$ cat src/rtl/udp_stack_pkg.sv
// Shared definitions for the UDP stack: FIFO word packing, reader states and frame limits.
package udp_stack_pkg;

    localparam int unsigned DATA_W_DEF    = 64;
    localparam int unsigned MAX_WORDS_DEF = 190;

    // Word packing is {last, keep, data}; offsets below are for the default 64-bit data path.
    localparam int unsigned KEEP_LSB = DATA_W_DEF;
    localparam int unsigned LAST_BIT = DATA_W_DEF + DATA_W_DEF / 8;

    // Offsets for an arbitrary data width.
    function automatic int unsigned keep_lsb(input int unsigned data_w);
        return data_w;
    endfunction

    function automatic int unsigned last_bit(input int unsigned data_w);
        return data_w + data_w / 8;
    endfunction

    typedef enum logic [0:0] {
        PASS,
        DISCARD
    } rd_state_e;

endpackage

$ cat src/rtl/fifo_axis_rd_buf.sv
// Three-entry register FIFO that absorbs the FIFO read latency in front of the stream output.
module fifo_axis_rd_buf #(
    parameter int unsigned W = 73
) (
    input  logic         clk,
    input  logic         rst,
    input  logic         push,
    input  logic [W-1:0] din,
    input  logic         pop,
    output logic [1:0]   occ,
    output logic [W-1:0] head
);
    import udp_stack_pkg::*;

    logic [W-1:0] mem_q [3];
    logic [W-1:0] mem_d [3];
    logic [1:0]   rd_ptr_q, rd_ptr_d;
    logic [1:0]   wr_ptr_q, wr_ptr_d;
    logic [1:0]   occ_q, occ_d;

    function automatic logic [1:0] ptr_inc(input logic [1:0] p);
        return (p == 2'd2) ? 2'd0 : p + 2'd1;
    endfunction

    // Next-state for storage, pointers and occupancy.
    always_comb begin
        for (int i = 0; i < 3; i++) mem_d[i] = mem_q[i];
        rd_ptr_d = rd_ptr_q;
        wr_ptr_d = wr_ptr_q;
        occ_d    = occ_q;
        if (push) begin
            mem_d[wr_ptr_q] = din;
            wr_ptr_d        = ptr_inc(wr_ptr_q);
        end
        if (pop) begin
            rd_ptr_d = ptr_inc(rd_ptr_q);
        end
        if (push && !pop) begin
            occ_d = occ_q + 2'd1;
        end else if (pop && !push) begin
            occ_d = occ_q - 2'd1;
        end
    end

    // State registers; storage is cleared so the head reads zero out of reset.
    always_ff @(posedge clk) begin
        if (rst) begin
            for (int i = 0; i < 3; i++) mem_q[i] <= '0;
            rd_ptr_q <= 2'd0;
            wr_ptr_q <= 2'd0;
            occ_q    <= 2'd0;
        end else begin
            for (int i = 0; i < 3; i++) mem_q[i] <= mem_d[i];
            rd_ptr_q <= rd_ptr_d;
            wr_ptr_q <= wr_ptr_d;
            occ_q    <= occ_d;
        end
    end

    assign occ  = occ_q;
    assign head = mem_q[rd_ptr_q];

endmodule

$ cat src/rtl/fifo_axis_reader.sv
// Drains a latency-1 standard-mode FIFO into an AXI4-Stream master, truncating runaway frames.
// Optional statistics counters are compiled in with FIFO_AXIS_RD_STATS_EN.
module fifo_axis_reader
    import udp_stack_pkg::*;
#(
    parameter int unsigned DATA_W    = 64,
    parameter int unsigned KEEP_W    = DATA_W / 8,
    parameter int unsigned MAX_WORDS = MAX_WORDS_DEF
) (
    input  logic                       clk,
    input  logic                       rst,
    input  logic [DATA_W+KEEP_W:0]     fifo_dout,
    input  logic                       fifo_empty,
    output logic                       fifo_rd_en,
    output logic [DATA_W-1:0]          m_axis_tdata,
    output logic [KEEP_W-1:0]          m_axis_tkeep,
    output logic                       m_axis_tlast,
    output logic                       m_axis_tvalid,
    input  logic                       m_axis_tready,
    output logic                       trunc_pulse,
    output logic [31:0]                frame_cnt,
    output logic [15:0]                trunc_cnt
);

    localparam int unsigned FW   = DATA_W + KEEP_W + 1;
    localparam int unsigned LBIT = DATA_W + KEEP_W;
    localparam int unsigned WCW  = $clog2(MAX_WORDS);
    localparam logic [WCW-1:0] WC_LAST = WCW'(MAX_WORDS - 1);

    rd_state_e      state_q, state_d;
    logic           inflight_q, inflight_d;
    logic [WCW-1:0] word_cnt_q, word_cnt_d;
    logic [1:0]     occ;
    logic [FW-1:0]  head;
    logic [FW-1:0]  push_word;
    logic           push;
    logic           pop;
    logic           landed_last;

    // Credit check: buffered plus in-flight words must leave room for the word being requested.
    assign fifo_rd_en  = !fifo_empty && (({1'b0, occ} + {2'b00, inflight_q}) < 3'd3);
    assign inflight_d  = fifo_rd_en;
    assign landed_last = fifo_dout[LBIT];

    // Landed-word handling: pass, truncate or drop depending on frame state.
    always_comb begin
        state_d     = state_q;
        word_cnt_d  = word_cnt_q;
        push        = 1'b0;
        push_word   = fifo_dout;
        trunc_pulse = 1'b0;
        if (inflight_q) begin
            unique case (state_q)
                PASS: begin
                    push = 1'b1;
                    if (landed_last) begin
                        word_cnt_d = '0;
                    end else if (word_cnt_q == WC_LAST) begin
                        push_word[LBIT] = 1'b1;
                        trunc_pulse     = 1'b1;
                        word_cnt_d      = '0;
                        state_d         = DISCARD;
                    end else begin
                        word_cnt_d = word_cnt_q + 1'b1;
                    end
                end
                DISCARD: begin
                    if (landed_last) state_d = PASS;
                end
                default: state_d = PASS;
            endcase
        end
    end

    // Read-tracking and frame-state registers.
    always_ff @(posedge clk) begin
        if (rst) begin
            state_q    <= PASS;
            inflight_q <= 1'b0;
            word_cnt_q <= '0;
        end else begin
            state_q    <= state_d;
            inflight_q <= inflight_d;
            word_cnt_q <= word_cnt_d;
        end
    end

    fifo_axis_rd_buf #(
        .W (FW)
    ) u_buf (
        .clk  (clk),
        .rst  (rst),
        .push (push),
        .din  (push_word),
        .pop  (pop),
        .occ  (occ),
        .head (head)
    );

    assign m_axis_tvalid = (occ != 2'd0);
    assign m_axis_tdata  = head[DATA_W-1:0];
    assign m_axis_tkeep  = head[LBIT-1:DATA_W];
    assign m_axis_tlast  = head[LBIT];
    assign pop           = m_axis_tvalid && m_axis_tready;

`ifdef FIFO_AXIS_RD_STATS_EN
    logic [31:0] frame_cnt_q, frame_cnt_d;
    logic [15:0] trunc_cnt_q, trunc_cnt_d;

    // Frame counter wraps; truncation counter saturates.
    always_comb begin
        frame_cnt_d = frame_cnt_q;
        trunc_cnt_d = trunc_cnt_q;
        if (pop && m_axis_tlast) frame_cnt_d = frame_cnt_q + 32'd1;
        if (trunc_pulse && (trunc_cnt_q != 16'hFFFF)) trunc_cnt_d = trunc_cnt_q + 16'd1;
    end

    // Statistics registers.
    always_ff @(posedge clk) begin
        if (rst) begin
            frame_cnt_q <= '0;
            trunc_cnt_q <= '0;
        end else begin
            frame_cnt_q <= frame_cnt_d;
            trunc_cnt_q <= trunc_cnt_d;
        end
    end

    assign frame_cnt = frame_cnt_q;
    assign trunc_cnt = trunc_cnt_q;
`else
    assign frame_cnt = '0;
    assign trunc_cnt = '0;
`endif

endmodule

$ cat config.mk
export PLATFORM = sky130hd
export DESIGN_NAME = fifo_axis_reader
export DESIGN_NICKNAME = d
export VERILOG_FILES = /design/src/rtl/udp_stack_pkg.sv /design/src/rtl/fifo_axis_rd_buf.sv /design/src/rtl/fifo_axis_reader.sv
export SDC_FILE = /design/constraint.sdc
export NUM_CORES = 1
export LEC_CHECK = 0
export ABC_AREA = 1
export CORE_UTILIZATION = 50
export DETAILED_ROUTE_END_ITERATION = 10
export DONT_BUFFER_PORTS = 1
export SLEW_MARGIN = 20
export SYNTH_ARGS = -nofsm -noshare
export SYNTH_HDL_FRONTEND = slang
export SYNTH_SLANG_ARGS = --single-unit
$ cat constraint.sdc
create_clock -name clk -period 2.2 [get_ports clk]
set_clock_uncertainty 0.05 [all_clocks]
set_input_delay 0.22 -clock clk [delete_from_list [all_inputs] [get_ports clk]]
set_output_delay 0.22 -clock clk [all_outputs]
set_load 0.02 [all_outputs]
==> summary.txt <==
status: completed
Synth area leaders: dfxtp_1, o21ai_0, nor2_1, nand2_1, o21ai_1
reg-to-reg setup timing slack: 0.40 ns
DIE AREA: 21100 um2
Buf/Inv on CP: 2
crit end category: output pin
Seq/Total Area, Yosys: 46.2%
Final Cycle Share: 93.4%
CORE AREA: 20200 um2
top cells by count, synth: nor2_1, o21ai_0, dfxtp_1, nand2_1, o21ai_1
Post-Syn Instances: 1446
boundary pin count: 201
EDFF count, synth: 0
clk_lat worst skew: 0.51 ns
syn_area_per_cell: 7.10 um2
Finish-stage setup viols: 0
die height: 145 um
Final Hold Fails: 0
Seq cells post-synth: 237
largest net degree at the start of global routing: 71
largest area contributor in the netlist: dfxtp_1
complex-gate fraction of the synthesized area: 22.1%
Initial Utilization: 50.9%
Worst EP required: 1.93 ns
DR vias: 9033
First-pass DRT Iterations: 5
maximum vdd drop: 654 uV
Crit Path Max Fanout: 47
vias per cell: 4.93
GRT Util Overall: 23.0%
largest family of logic cells by synthesized area: compound AO/OA/AOI/OAI gates
worst slew pin tran: 0.559 ns
startpoint types: register
crit-path cells: buf_12, nand2_1, o21ai_1, buf_4
total CTS buffers: 26
PwrDens: 981 nW/um2
worst setup path end: m_axis_tdata[11]
synth warn: 0
first-pass GRT wire length: 40.7 mm
RSZ-0062 raised after global routing: no
Crit. path cell count: 4
HP Class: in -> reg
Slowest-stage cell, CP: dfxtp_4
num rows: 52
CTS tree: yes
vias in the first global route: 8260
total wire length: 24.1 mm
Clock Sinks: 237
critical path's largest stage delay: 0.56 ns
area grow syn2layout: 21.6%
Synth Area in Simple Gates: 18.5%
DR WL/cell: 13.2 um
Post-Synthesis Cell Area: 10300 um2
Max Freq: 486 MHz
Worst EP arrival: 1.79 ns
Reg clk slew, reported paths: 0.06 ns
multiplexer share of the synthesized area: 0%
reg-to-reg endpoint: state_q
top-count cell post-synth: nor2_1
Setup TNS: 0 ns
max_slew headroom: 62.7%
synth unique cells: 26
final std cell area, no fill: 12500 um2
Crit Path Class: reg -> out
initial detailed-routing violation count: 472
Die X: 145 um
total gr overflow: 0
Power Total: 12300 uW
clk root buf: clkbuf_16
top_reg_cell synth: dfxtp_1
r2r startpoint: inflight_q
Adder-Cell Fraction of Synth Area: 0.609%
Max clock buf depth: 3
DRC viols: 0
critical path's top delay family: flip-flops
Nets: 1626
xor/xnor share of the synthesized area: 0.256%
H-tree lvl count: 1
port buffer count: 0
DP Area: 10800 um2
post-route ant nets: 0
Worst R2R Path Depth: 5
GPL Wtd Cong: 0.762
max_cap viols: 0
Period minus WS final: 2.06 ns
Slew Viols, Final: 0
hpwl dp: 14.7 mm
initial antenna violation count: 0
async set-reset flop share out of synthesis: 0%
share of cells above drive strength 1: 9.72%
diode count: 0
top-area cell type share of the netlist area: 46.2%
Leakage: 0.00480 uW
## cell usage in the layout, fill, tap and decap left out, drive strengths merged
cell         count
a21oi           82
bufinv           3
nand4            8
buf             98
o21ai          367
a211oi           1
dfxtp          237
dlygate4sd3     76
ha               5
nor2           307
clkinvlp         1
o211a            1
xnor2            1
o21a             1
inv            100
clkbuf          41
nand3            5
xor2             2
clkinv           3
conb            48
nand2          176
## through the flow
| stage | cells | util, % | setup slack, ns | hold slack [ns] |
|---|---|---|---|---|
| finish | 1833 | 61.9 | 0.144 | 0.0454 |
| global placement | 1709 | 53.4 | 0.494 | 0.241 |
| floorplan | 1493 | - | 0.674 | 0.316 |
| global route | 1833 | 61.9 | 0.0242 | 0.0660 |
| CTS | 1832 | 61.8 | 0.0209 | 0.0314 |
| detailed placement | 1709 | 53.4 | 0.455 | 0.242 |
## final cells by class
type | count | area, um2
inverters | 100 | 378
repair buffers | 175 | 1630
clock buffers | 40 | 826
fillers | 1944 | 7680
multi-input cells | 1004 | 4450
well taps | 270 | 338
clock inverters | 7 | 113
flip-flops and latches | 237 | 4750
## sequential cells by signal (all words and copies together) (netlist names), named ones only
signal          cells
inflight_q          1
u_buf.occ           2
u_buf.wr_ptr_q      2
u_buf.mem_q       219
word_cnt_q          8
state_q             1
u_buf.rd_ptr_q      2
## per-layer routing
metal | part of all wire [%] | wire [um] | global-route usage [%]
met1 | 47 | 11400 | 31.4
met2 | 47 | 11300 | 38.6
met3 | 5.0 | 1210 | 3.65
met4 | 0.89 | 215 | 4.26
met5 | 0 | 0 | 0
## how the worst min path moves through the flow
stage | startpoint | end | depth (start not counted)
global route | m_axis_tready | u_buf.rd_ptr_q[0] | 2
global placement | rst | state_q | 1
floorplan | fifo_dout[10] | u_buf.mem_q[2][10] | 2
detailed placement | rst | state_q | 1
finish | m_axis_tready | u_buf.rd_ptr_q[0] | 2
CTS | m_axis_tready | u_buf.rd_ptr_q[0] | 2
## power breakdown
part           leakage (uW)  switching [uW]  internal (uW)
Combinational       0.00242            1820           1110
Clock              0.000462            1690           2920
Sequential          0.00193             160           4550
## timing repair
action | CTS | global route
hold endpoints to repair | 223 | 0
buffers inserted | 0 | 1
gates resized for setup | 2 | 4
hold buffers | 76 | 0
endpoints found under the setup margin | 2 | 20
## cells by family after synthesis
logic type | after synthesis
compound gates | 452
xor+xnor | 3
fa+ha+maj | 5
buf+inv | 252
flops | 237
other cells | 1
simple gates | 496
Note: power is estimated with default switching activity, not from simulation.
